File: config.mk
export PLATFORM = sky130hd
export DESIGN_NAME = histogram_engine
export DESIGN_NICKNAME = d
export VERILOG_FILES = /design/src/rtl/histogram_pkg.sv /design/src/rtl/hist_ram.sv /design/src/rtl/histogram_engine.sv
export SDC_FILE = /design/constraint.sdc
export NUM_CORES = 2
export LEC_CHECK = 0
export ABC_AREA = 1
export ABC_CLOCK_PERIOD_IN_PS = 8000
export BUFFER_PORTS_ARGS = -buffer_cell sky130_fd_sc_hd__buf_2
export CAP_MARGIN = 10
export CORE_MARGIN = 1.5
export CORE_UTILIZATION = 50
export CTS_CLUSTER_DIAMETER = 30
export CTS_CLUSTER_SIZE = 12
export DETAILED_ROUTE_END_ITERATION = 6
export HOLD_SLACK_MARGIN = 0.02
export MAX_ROUTING_LAYER = met4
export PLACE_DENSITY = 0.65
export SETUP_SLACK_MARGIN = 0.4
export SYNTH_ARGS = -nofsm -noshare
export SYNTH_HDL_FRONTEND = slang
export SYNTH_SLANG_ARGS = --single-unit
File: constraint.sdc
create_clock -name CLK -period 8 [get_ports CLK]
set_clock_uncertainty 0.2 [all_clocks]
set_input_delay 1.2 -clock CLK [delete_from_list [all_inputs] [get_ports CLK]]
set_output_delay 1.2 -clock CLK [all_outputs]
set_load 0.005 [all_outputs]
File: src/rtl/histogram_pkg.sv
// Shared types for the histogram engine: FSM state encoding and the
// accumulate-pipeline stage record.
package histogram_pkg;

    // Widest bin index the engine supports (4096 bins).
    localparam int unsigned MaxDataW = 12;

    typedef enum logic [1:0] {
        StClear,
        StAccum,
        StDrain,
        StDump
    } state_e;

    // One accumulate pipeline stage. fwd means the RAM read for this sample
    // coincided with a write to the same bin, so the read data is stale and
    // the last written value must be used instead.
    typedef struct packed {
        logic                valid;
        logic [MaxDataW-1:0] bin;
        logic                fwd;
    } stage_t;

endpackage

File: src/rtl/hist_ram.sv
// Simple dual-port synchronous RAM: one write port, one read port with a
// 1-cycle registered read. A read and write to the same address on the same
// edge returns the old contents. Read data holds while re_i is low.
module hist_ram #(
    parameter int unsigned Depth = 128,
    parameter int unsigned Width = 10,
    localparam int unsigned AddrW = $clog2(Depth)
) (
    input  logic             clk_i,
    input  logic             we_i,
    input  logic [AddrW-1:0] waddr_i,
    input  logic [Width-1:0] wdata_i,
    input  logic             re_i,
    input  logic [AddrW-1:0] raddr_i,
    output logic [Width-1:0] rdata_o
);

    logic [Width-1:0] mem_q [Depth];
    logic [Width-1:0] rdata_q;

    // Write port and read-first registered read port.
    always_ff @(posedge clk_i) begin
        if (we_i) begin
            mem_q[waddr_i] <= wdata_i;
        end
        if (re_i) begin
            rdata_q <= mem_q[raddr_i];
        end
    end

    assign rdata_o = rdata_q;

endmodule

File: src/rtl/histogram_engine.sv
// Histogram engine: clears all bins, accumulates per-bin hit counts from a
// sample stream, then dumps and clears every bin on request.
// Optional feature: define HIST_SATURATE_EN to make counters saturate at
// their maximum instead of wrapping to zero.
module histogram_engine
    import histogram_pkg::*;
#(
    parameter int unsigned BINS  = 128,
    parameter int unsigned CNT_W = 10,
    localparam int unsigned DATA_W = $clog2(BINS)
) (
    input  logic              CLK,
    input  logic              RST,
    input  logic              in_valid,
    input  logic [DATA_W-1:0] in_data,
    output logic              in_ready,
    input  logic              rd_start,
    output logic              out_valid,
    input  logic              out_ready,
    output logic [DATA_W-1:0] out_bin,
    output logic [CNT_W-1:0]  out_count,
    output logic              out_last,
    output logic              busy
);

    localparam logic [DATA_W:0]   BinsExt = (DATA_W + 1)'(BINS);
    localparam logic [DATA_W-1:0] LastBin = DATA_W'(BINS - 1);

    state_e              state_q;
    logic [DATA_W-1:0]   clr_idx_q;
    logic                in_ready_q;
    logic                busy_q;
    logic                drain_cnt_q;
    stage_t              s1_q;
    logic [CNT_W-1:0]    last_wdata_q;
    logic [DATA_W-1:0]   rd_idx_q;
    logic [DATA_W-1:0]   rd_bin_q;
    logic                rd_pend_q;
    logic                rd_done_q;
    logic                out_valid_q;
    logic [DATA_W-1:0]   out_bin_q;
    logic [CNT_W-1:0]    out_count_q;
    logic                out_last_q;

    logic                accept;
    logic                hit;
    logic [DATA_W-1:0]   s1_bin;
    logic [CNT_W-1:0]    base;
    logic [CNT_W-1:0]    cnt_d;
    logic                out_hs;
    logic                load;
    logic                issue;

    logic                ram_we;
    logic [DATA_W-1:0]   ram_waddr;
    logic [CNT_W-1:0]    ram_wdata;
    logic                ram_re;
    logic [DATA_W-1:0]   ram_raddr;
    logic [CNT_W-1:0]    ram_rdata;

    logic                unused_s1_bin;
    assign unused_s1_bin = ^s1_q.bin;

    hist_ram #(
        .Depth (BINS),
        .Width (CNT_W)
    ) u_ram (
        .clk_i   (CLK),
        .we_i    (ram_we),
        .waddr_i (ram_waddr),
        .wdata_i (ram_wdata),
        .re_i    (ram_re),
        .raddr_i (ram_raddr),
        .rdata_o (ram_rdata)
    );

    // Accumulate datapath and dump handshake decode.
    always_comb begin
        accept = in_valid && in_ready_q;
        hit    = accept && ({1'b0, in_data} < BinsExt);
        s1_bin = s1_q.bin[DATA_W-1:0];
        // Only a same-bin hit one cycle earlier needs forwarding: the RAM is
        // read-first, while a hit two cycles earlier is already in the array.
        base   = s1_q.fwd ? last_wdata_q : ram_rdata;
`ifdef HIST_SATURATE_EN
        cnt_d  = (&base) ? base : base + 1'b1;
`else
        cnt_d  = base + 1'b1;
`endif
        out_hs = out_valid_q && out_ready;
        // Pending read word moves into the output register when it is free.
        load   = rd_pend_q && (!out_valid_q || out_ready);
        issue  = (state_q == StDump) && !rd_done_q && (!rd_pend_q || load);
    end

    // RAM port steering per FSM state.
    always_comb begin
        ram_we    = 1'b0;
        ram_waddr = clr_idx_q;
        ram_wdata = '0;
        ram_re    = 1'b0;
        ram_raddr = in_data;
        unique case (state_q)
            StClear: begin
                ram_we = 1'b1;
            end
            StAccum, StDrain: begin
                ram_we    = s1_q.valid;
                ram_waddr = s1_bin;
                ram_wdata = cnt_d;
                ram_re    = hit;
            end
            StDump: begin
                ram_we    = out_hs;
                ram_waddr = out_bin_q;
                ram_re    = issue;
                ram_raddr = rd_idx_q;
            end
            default: begin
                ram_we = 1'b0;
            end
        endcase
    end

    // Control FSM, accumulate pipeline and registered outputs.
    always_ff @(posedge CLK) begin
        if (RST) begin
            state_q      <= StClear;
            clr_idx_q    <= '0;
            in_ready_q   <= 1'b0;
            busy_q       <= 1'b1;
            drain_cnt_q  <= 1'b0;
            s1_q         <= '0;
            last_wdata_q <= '0;
            rd_idx_q     <= '0;
            rd_bin_q     <= '0;
            rd_pend_q    <= 1'b0;
            rd_done_q    <= 1'b0;
            out_valid_q  <= 1'b0;
            out_bin_q    <= '0;
            out_count_q  <= '0;
            out_last_q   <= 1'b0;
        end else begin
            s1_q.valid <= hit;
            s1_q.bin   <= MaxDataW'(in_data);
            s1_q.fwd   <= hit && s1_q.valid && (s1_bin == in_data);
            if (s1_q.valid) begin
                last_wdata_q <= cnt_d;
            end

            unique case (state_q)
                StClear: begin
                    clr_idx_q <= clr_idx_q + 1'b1;
                    if (clr_idx_q == LastBin) begin
                        state_q    <= StAccum;
                        clr_idx_q  <= '0;
                        in_ready_q <= 1'b1;
                        busy_q     <= 1'b0;
                    end
                end
                StAccum: begin
                    if (rd_start) begin
                        state_q     <= StDrain;
                        in_ready_q  <= 1'b0;
                        busy_q      <= 1'b1;
                        drain_cnt_q <= 1'b0;
                    end
                end
                StDrain: begin
                    drain_cnt_q <= 1'b1;
                    if (drain_cnt_q) begin
                        state_q   <= StDump;
                        rd_idx_q  <= '0;
                        rd_pend_q <= 1'b0;
                        rd_done_q <= 1'b0;
                    end
                end
                StDump: begin
                    if (issue) begin
                        rd_pend_q <= 1'b1;
                        rd_bin_q  <= rd_idx_q;
                        rd_idx_q  <= rd_idx_q + 1'b1;
                        if (rd_idx_q == LastBin) begin
                            rd_done_q <= 1'b1;
                        end
                    end else if (load) begin
                        rd_pend_q <= 1'b0;
                    end

                    if (load) begin
                        out_valid_q <= 1'b1;
                        out_bin_q   <= rd_bin_q;
                        out_count_q <= ram_rdata;
                        out_last_q  <= (rd_bin_q == LastBin);
                    end else if (out_hs) begin
                        out_valid_q <= 1'b0;
                    end

                    if (out_hs && out_last_q) begin
                        state_q    <= StAccum;
                        in_ready_q <= 1'b1;
                        busy_q     <= 1'b0;
                        out_last_q <= 1'b0;
                    end
                end
                default: begin
                    state_q <= StClear;
                end
            endcase
        end
    end

    assign in_ready  = in_ready_q;
    assign busy      = busy_q;
    assign out_valid = out_valid_q;
    assign out_bin   = out_bin_q;
    assign out_count = out_count_q;
    assign out_last  = out_last_q;

endmodule

## Word level (Yosys, flattened, before mapping)

Memories as Yosys holds them, arrays and structs flattened. A register that Yosys moved wholly into a read port is not among the register bits.
Index checks and enable logic that the tools add are counted.

| storage, ports and cells | value |
|---|---|
| flip-flop bits (word level) | 66 |
| latch bits | 0 |
| RAM bits | 1280 |
| bits in read-only memories | 0 |
| bits of input ports | 12 |
| output and inout port bits | 21 |
| word-level logic and storage cells | 102 |
| memories | 1 |

Memories:

| memory | depth | width | rd ports | clocked after Yosys merged registers in | write ports | RTL line | text |
|---|---|---|---|---|---|---|---|
| u_ram.mem_q | 128 | 10 | 1 | 1 | 1 | hist_ram.sv:18 | `logic [Width-1:0] mem_q [Depth];` |

| operators by class | value |
|---|---|
| add/sub/neg operators | 3 |
| $mul | 0 |
| div/mod/pow operators | 0 |
| order comparisons | 0 |
| eq/ne operators | 14 |
| shifts and indexed selects | 0 |
| muxes and demuxes | 37 |
| bitwise logic cells | 0 |
| reduce and logical (&&, ||, !) cells | 30 |

Operators by type and width:

| cell | number |
|---|---|
| 2-to-1 mux 7 bit | 4 |
| one-hot mux 7 bit (2 select lines) | 2 |
| equality test 7 bit, second input constant | 3 |
| 2-to-1 mux 10 bit | 2 |
| 2-to-1 mux 1 bit | 17 |
| adder 7 x 1 -> 7 bit, second input constant | 2 |
| AND reduction 4 bit | 3 |
| adder 10 x 1 -> 10 bit, second input constant | 1 |
| AND reduction 2 bit | 5 |
| one-hot mux 1 bit (3 select lines) | 3 |
| logical AND 1 bit | 8 |
| 2-to-1 mux 2 bit | 4 |
| inequality test 2 bit, second input constant | 4 |
| one-hot mux 1 bit (2 select lines) | 4 |
| one-hot mux 2 bit (4 select lines) | 1 |
| nonzero test 2 bit | 4 |
| equality test 7 bit | 1 |
| AND reduction 3 bit | 2 |
| equality test 2 bit, second input constant | 2 |
| inequality test 2 x 1 -> 1 bit, second input constant | 2 |
| logical NOT 1 bit | 3 |
| inequality test 3 bit, second input constant | 1 |
| nonzero test 3 bit | 1 |
| equality test 2 x 1 -> 1 bit, second input constant | 1 |
| 3 further kinds | 4 |

## Logic depth before layout (Yosys ltp)

| depth | value |
|---|---|
| depth in word-level cells | 7 |
| gate-level depth with buffers | 17 |
| depth with buffers taken out | 14 |

## By module

Synthesis repeated with hierarchy kept, for this count alone.

| second synthesis, totals | value |
|---|---|
| cells, all modules | 4912 |
| area total of the unflattened synthesis | 55758.5 um^2 |

By module, submodules not included:

| module | instances | cells an instance | area each (um^2) | sequential area each (um^2) |
|---|---|---|---|---|
| hist_ram | 1 | 4419 | 52306.4 | 38737.2 |
| histogram_engine | 1 | 493 | 3452.1 | 1321.3 |

## Worst setup path after synthesis

No wires, ideal clock.

| timing path | value |
|---|---|
| kind | flip-flop to flip-flop |
| from | reg s1_q[0] (netlist name) |
| to | mem u_ram.mem_q[0][9] (data pin) |
| setup time | 0.801 ns |
| arrival time | 4.530 ns |
| required time | 6.999 ns |
| path slack | 2.469 ns |
| cell stages (with the launch flop) | 12 |
| path buffers | 1 |
| period minus slack after synthesis | 5.531 ns |
| cells stage by stage | dfxtp_1 > buf_2 > o21ai_0 > nand2_1 > nor2_1 > nand2_1 > nor2_1 > nand2_1 > nor2_1 > xor2_1 > inv_1 > nor2_1 |

| between the ends | value |
|---|---|
| word-level cells in the longest chain between the ends | 3 |

Ends and longest elaborated chain:

| element | RTL line | text |
|---|---|---|
| start, declared | histogram_engine.sv:34 | `stage_t s1_q;` |
| 2-to-1 mux 10 bit | histogram_engine.sv:84 | `base = s1_q.fwd ? last_wdata_q : ram_rdata;` |
| adder 10 x 1 -> 10 bit | histogram_engine.sv:88 | `cnt_d = base + 1'b1;` |
| 2-to-1 mux 10 bit | histogram_engine.sv:103 | `unique case (state_q)` |
| net ram_wdata[9] | histogram_engine.sv:56 | `logic [CNT_W-1:0] ram_wdata;` |
| end, declared | hist_ram.sv:18 |  |

The timed path passes the listed nets, and every way through them passes these cells.

## Final worst setup path

| timing path | value |
|---|---|
| from | reg state_q[0] |
| to | mem u_ram.mem_q[100][3], enable pin |

| between the ends | value |
|---|---|
| word-level cells in the longest chain between the ends | 5 |
| elaborated cells between the ends (all ways) | 9 |
| those cells by class | eq/ne (3); mux (4); reduce/logical (2) |

Ends and longest elaborated chain:

| element | RTL line | text |
|---|---|---|
| start, declared | histogram_engine.sv:29 | `state_e state_q;` |
| start signal, assigned | histogram_engine.sv:128 | `state_q <= StClear;` |
| start signal, assigned | histogram_engine.sv:155 | `state_q <= StAccum;` |
| start signal, assigned | histogram_engine.sv:163 | `state_q <= StDrain;` |
| equality test 2 x 1 -> 1 bit or equality test 2 bit (tied branches) | histogram_engine.sv:103 |  |
| OR reduction 2 bit | histogram_engine.sv:103 |  |
| one-hot mux 1 bit (3 select lines) | histogram_engine.sv:103 |  |
| 2-to-1 mux 1 bit | hist_ram.sv:23 | `if (we_i) begin` |
| 2-to-1 mux 1 bit (not written as such) | hist_ram.sv:24 | `mem_q[waddr_i] <= wdata_i;` |

Several ways; a longest one is shown, not always the timed one.

==> Flow_metrics.wiki <==
{| class="wikitable"
! Metric !! Value
|-
| Run status || complete, no violations
|-
| Post-route antenna net violation count || 0
|-
| CTS root buf || sky130_fd_sc_hd__clkbuf_16
|-
| Total power divided by cell area || about 360 nW/um^2
|-
| Count of inserted antenna diode cells || 0
|-
| Hold Fails Final Rpt || 0
|-
| Nets@finish || 5555
|-
| Slowest stage cell, crit path || sky130_fd_sc_hd__nor2_1
|-
| Worst Path Arrival || roughly 5.5 ns
|-
| Met3 Resource Use GR || 5.57%
|-
| Buffers added on ports || 32
|-
| Placed wire-length estimate after detailed placement || around 83000 microns
|-
| Total design power || about 25 mW
|-
| Beginning of the worst register-to-register path || state_q[0]
|-
| Area of the die || around 120000 sq um
|-
| Peak VDD IR || 0.000221 V
|-
| Highest Clock Rate || between 150 and 200 MHz
|-
| Max-capacitance violation count || 0
|-
| Total track usage || roughly 28%
|-
| Last weighted congestion value of the routability-driven placer || ~0.88
|-
| GRT overflow || 0
|-
| Most common cell after layout, fill and taps aside || sky130_fd_sc_hd__nand2_1
|-
| CP Cell Sequence || inv_1, ha_1, inv_1, o22ai_1, nand2_1, o21ai_0, nor2_1, nand3_1, nor2_1
|-
| Met1 track demand over resource in global routing || between 30% and 40%
|-
| Met2 layer usage reported by global route || 41.5%
|-
| Startpoint types || flip-flop
|-
| CTS tree || built
|-
| Hold/Removal Path Class || reg2reg
|-
| Antenna violations before repair || 1
|-
| Final routed wire length divided by cell count || roughly 22 microns
|-
| PostCTS Resize Cnt || 0
|-
| Cts-stage hold buffer count || 0
|-
| Highest-count cells in the layout ignoring fill and taps || sky130_fd_sc_hd__nand2_1 (1714), sky130_fd_sc_hd__edfxtp_1 (1290), sky130_fd_sc_hd__nand3_1 (1277), sky130_fd_sc_hd__clkbuf_16 (298), sky130_fd_sc_hd__inv_1 (290)
|-
| Global-route layer with the greatest usage || met2
|-
| Detailed-router iteration count before antenna repair || 6
|-
| Number of remaining DRC errors || 0
|-
| Clock period minus worst slack || between 5 and 6 ns
|-
| Buffering stage count on the worst path with inverters included || 2
|-
| Largest fanout of any net on the critical path || 12
|-
| Boundary pin count || 33
|-
| DRT iter0 DRCs || roughly 5000
|-
| Distinct cell type count of the synthesized netlist || 37
|-
| Largest stage delay, worst path || 1.07 ns
|-
| Pleak || 26.9 nW
|-
| Final-report setup violation count || 0
|-
| Mapped Cells || 5516
|-
| Yosys warning count || 0
|-
| Worst slew slack as a fraction of its limit || 12.2%
|-
| Number of cells on the critical path || 9
|-
| Starting density of the core || 50.4%
|-
| Path type of the worst setup path || reg2reg
|-
| Core region area || between 100000 and 150000 sq um
|-
| Post-CTS Setup Bufs || 0
|-
| Pin count of the biggest net entering global routing || between 150 and 200
|-
| Critical Path End Type || flip-flop
|-
| Post-detailed-routing wire length || between 150000 and 200000 microns
|-
| Min-Delay Path Depth || 2
|-
| Synthesis-to-layout area growth || 18.0%
|-
| Routed via count divided by cell count || 5.75
|-
| Post-Syn Area || 58500 sq um
|-
| Worst reg-to-reg path cell count || 9
|-
| CTS sink count || 1356
|-
| Worst-path clk slew || approximately 0.050 ns
|-
| Crit-path leading delay family || simple AND/OR/NAND/NOR gates
|-
| Number of global-route vias before repair || ~41000
|-
| DIE HEIGHT || between 300 and 400 microns
|-
| Total number of vias || 41800
|-
| Slew at the pin closest to its max-slew limit || approximately 1.3 ns
|-
| First-pass GRT wire length || 246000 microns
|-
| H-tree level count || 5
|-
| Total CTS buffers || 287
|-
| Crit path required time || roughly 8.3 ns
|-
| CTS max path bufs || 4
|-
| Startpoint of the worst setup timing path || state_q[0]
|-
| Share of the yosys chip area belonging to registers || between 60% and 70%
|-
| Overall die width || 345 microns
|-
| RSZ-0062 raised after global routing || no
|-
| Share of final-layout standard cells stronger than drive strength 1 || under 10%
|-
| Number of nets in the synthesized netlist || 5536
|-
| Post-synthesis sequential element count || approximately 1400
|-
| Clk Latency, worst-skew pair || around 0.9 ns
|-
| Crit share post-route || about two thirds
|-
| Synthesized area divided by synthesized cell count || ~11 sq um
|-
| Count of final max-slew check failures || 0
|-
| Filler Cells Inserted || 9183
|-
| Row Count || ~130
|-
| TNS Setup || 0 ns
|-
| Worst Min Path Start || out_count[7]
|}
layout make-up:
type | count | area, sq um | share of cell area [%]
Sequential cell | 1356 | 40100 | 58.0
Multi-Input combinational cell | 3491 | 15800 | 22.8
Clock buffer | 336 | 7660 | 11.1
Tap cell | 1524 | 1910 | 2.76
Clock inverter | 161 | 1640 | 2.38
Inverter | 296 | 1120 | 1.62
Timing Repair Buffer | 103 | 868 | 1.26
where the power goes:
part	switching (mW)	leakage [nW]	internal, mW
Clock	3.65	4.50	7.69
Sequential	0.0577	12.4	8.98
Combinational	3.69	10.0	0.865
path summary, 6_finish.rpt:
path / endpoint / slack (ns)
max reg2reg: u_ram.mem_q[100][3] / 2.79
min reg2reg: out_count[7] / 0.26
max: u_ram.mem_q[100][3] / 2.79
min: out_count[7] / 0.26
worst min-delay path: stages (launching register included):
cell	delay, ns
sky130_fd_sc_hd__dfxtp_1	0.30
sky130_fd_sc_hd__nand2_1	0.06
sky130_fd_sc_hd__a21oi_1	0.05
per-layer routing:
layer | part of all wire (%) | up-vias
li1 | - | 19100
met1 | 41 | 20200
met2 | 46 | 2129
met3 | 9.5 | 338
met4 | 3.0 | 0
met5 | 0 | -
through the flow:
step	std cells	area, sq um	worst slack (ns)	hold WS [ns]	util [%]
floorplan	5516	58500	2.47	0.239	-
global placement	6769	59700	3.06	0.247	51.4
detailed placement	6769	59700	2.96	0.257	51.4
CTS	7266	69000	2.96	0.264	59.5
global route	7267	69000	2.65	0.280	59.5
finish	7267	69000	2.79	0.262	59.5
registers in the layout, summed over array words and instances, names as in the netlist:
| name | cells |
|---|---|
| drain_cnt_q | 1 |
| out_count | 10 |
| last_wdata_q | 10 |
| u_ram.mem_q | 1280 |
| clr_idx_q | 7 |
| rd_idx_q | 7 |
| out_valid | 1 |
| out_bin | 7 |
| in_ready | 1 |
| busy | 1 |
| rd_pend_q | 1 |
| s1_q | 2 |
| rd_done_q | 1 |
| u_ram.rdata_o | 10 |
| s1_bin | 7 |
| out_last | 1 |
| state_q | 2 |
| rd_bin_q | 7 |
Yosys cell counts:
master / instances / area [sq um]
sky130_fd_sc_hd__nor2_2: 1 / 6.26
sky130_fd_sc_hd__nor3_1: 8 / 40.0
sky130_fd_sc_hd__and3b_1: 1 / 8.76
sky130_fd_sc_hd__a21oi_1: 50 / 250
sky130_fd_sc_hd__o22ai_1: 7 / 43.8
sky130_fd_sc_hd__nor4_1: 2 / 12.5
sky130_fd_sc_hd__o21ai_1: 5 / 25.0
sky130_fd_sc_hd__clkinv_1: 2 / 7.51
sky130_fd_sc_hd__nand2_1: 1716 / 6440
sky130_fd_sc_hd__o211ai_1: 10 / 75.1
sky130_fd_sc_hd__nor3b_1: 1 / 7.51
sky130_fd_sc_hd__nand2_4: 1 / 11.3
sky130_fd_sc_hd__xor2_1: 11 / 96.3
sky130_fd_sc_hd__buf_1: 11 / 41.3
sky130_fd_sc_hd__inv_1: 291 / 1090
sky130_fd_sc_hd__clkbuf_1: 144 / 541
sky130_fd_sc_hd__ha_1: 8 / 100
sky130_fd_sc_hd__nor2_1: 191 / 717
sky130_fd_sc_hd__a221oi_1: 2 / 17.5
sky130_fd_sc_hd__and2_1: 1 / 6.26
sky130_fd_sc_hd__mux2_2: 1 / 11.3
sky130_fd_sc_hd__buf_2: 210 / 1050
sky130_fd_sc_hd__nand3_1: 1277 / 6390
sky130_fd_sc_hd__o21ai_2: 4 / 35.0
sky130_fd_sc_hd__o21ai_0: 50 / 250
sky130_fd_sc_hd__o21bai_1: 1 / 7.51
sky130_fd_sc_hd__o31ai_1: 1 / 7.51
sky130_fd_sc_hd__buf_4: 8 / 60.1
sky130_fd_sc_hd__a211oi_1: 2 / 15.0
sky130_fd_sc_hd__xnor2_1: 5 / 43.8
sky130_fd_sc_hd__nand4_1: 2 / 12.5
sky130_fd_sc_hd__a21boi_0: 1 / 7.51
sky130_fd_sc_hd__nand3b_1: 131 / 983
sky130_fd_sc_hd__o221ai_1: 1 / 8.76
sky130_fd_sc_hd__dfxtp_1: 66 / 1320
sky130_fd_sc_hd__inv_2: 3 / 11.3
sky130_fd_sc_hd__edfxtp_1: 1290 / 38700
kinds of logic after synthesis:
family	Yosys count	synth area share, %
AO/OA/AOI/OAI	134	1.27
XOR/XNOR	16	0.240
adder cells (fa/ha/maj)	8	0.171
buffers and inverters	669	4.79
flip-flops	1356	68.5
multiplexers	1	0.0192
AND/OR/NAND/NOR	3332	25.0
No activity file was read; power rests on OpenSTA's default activity.
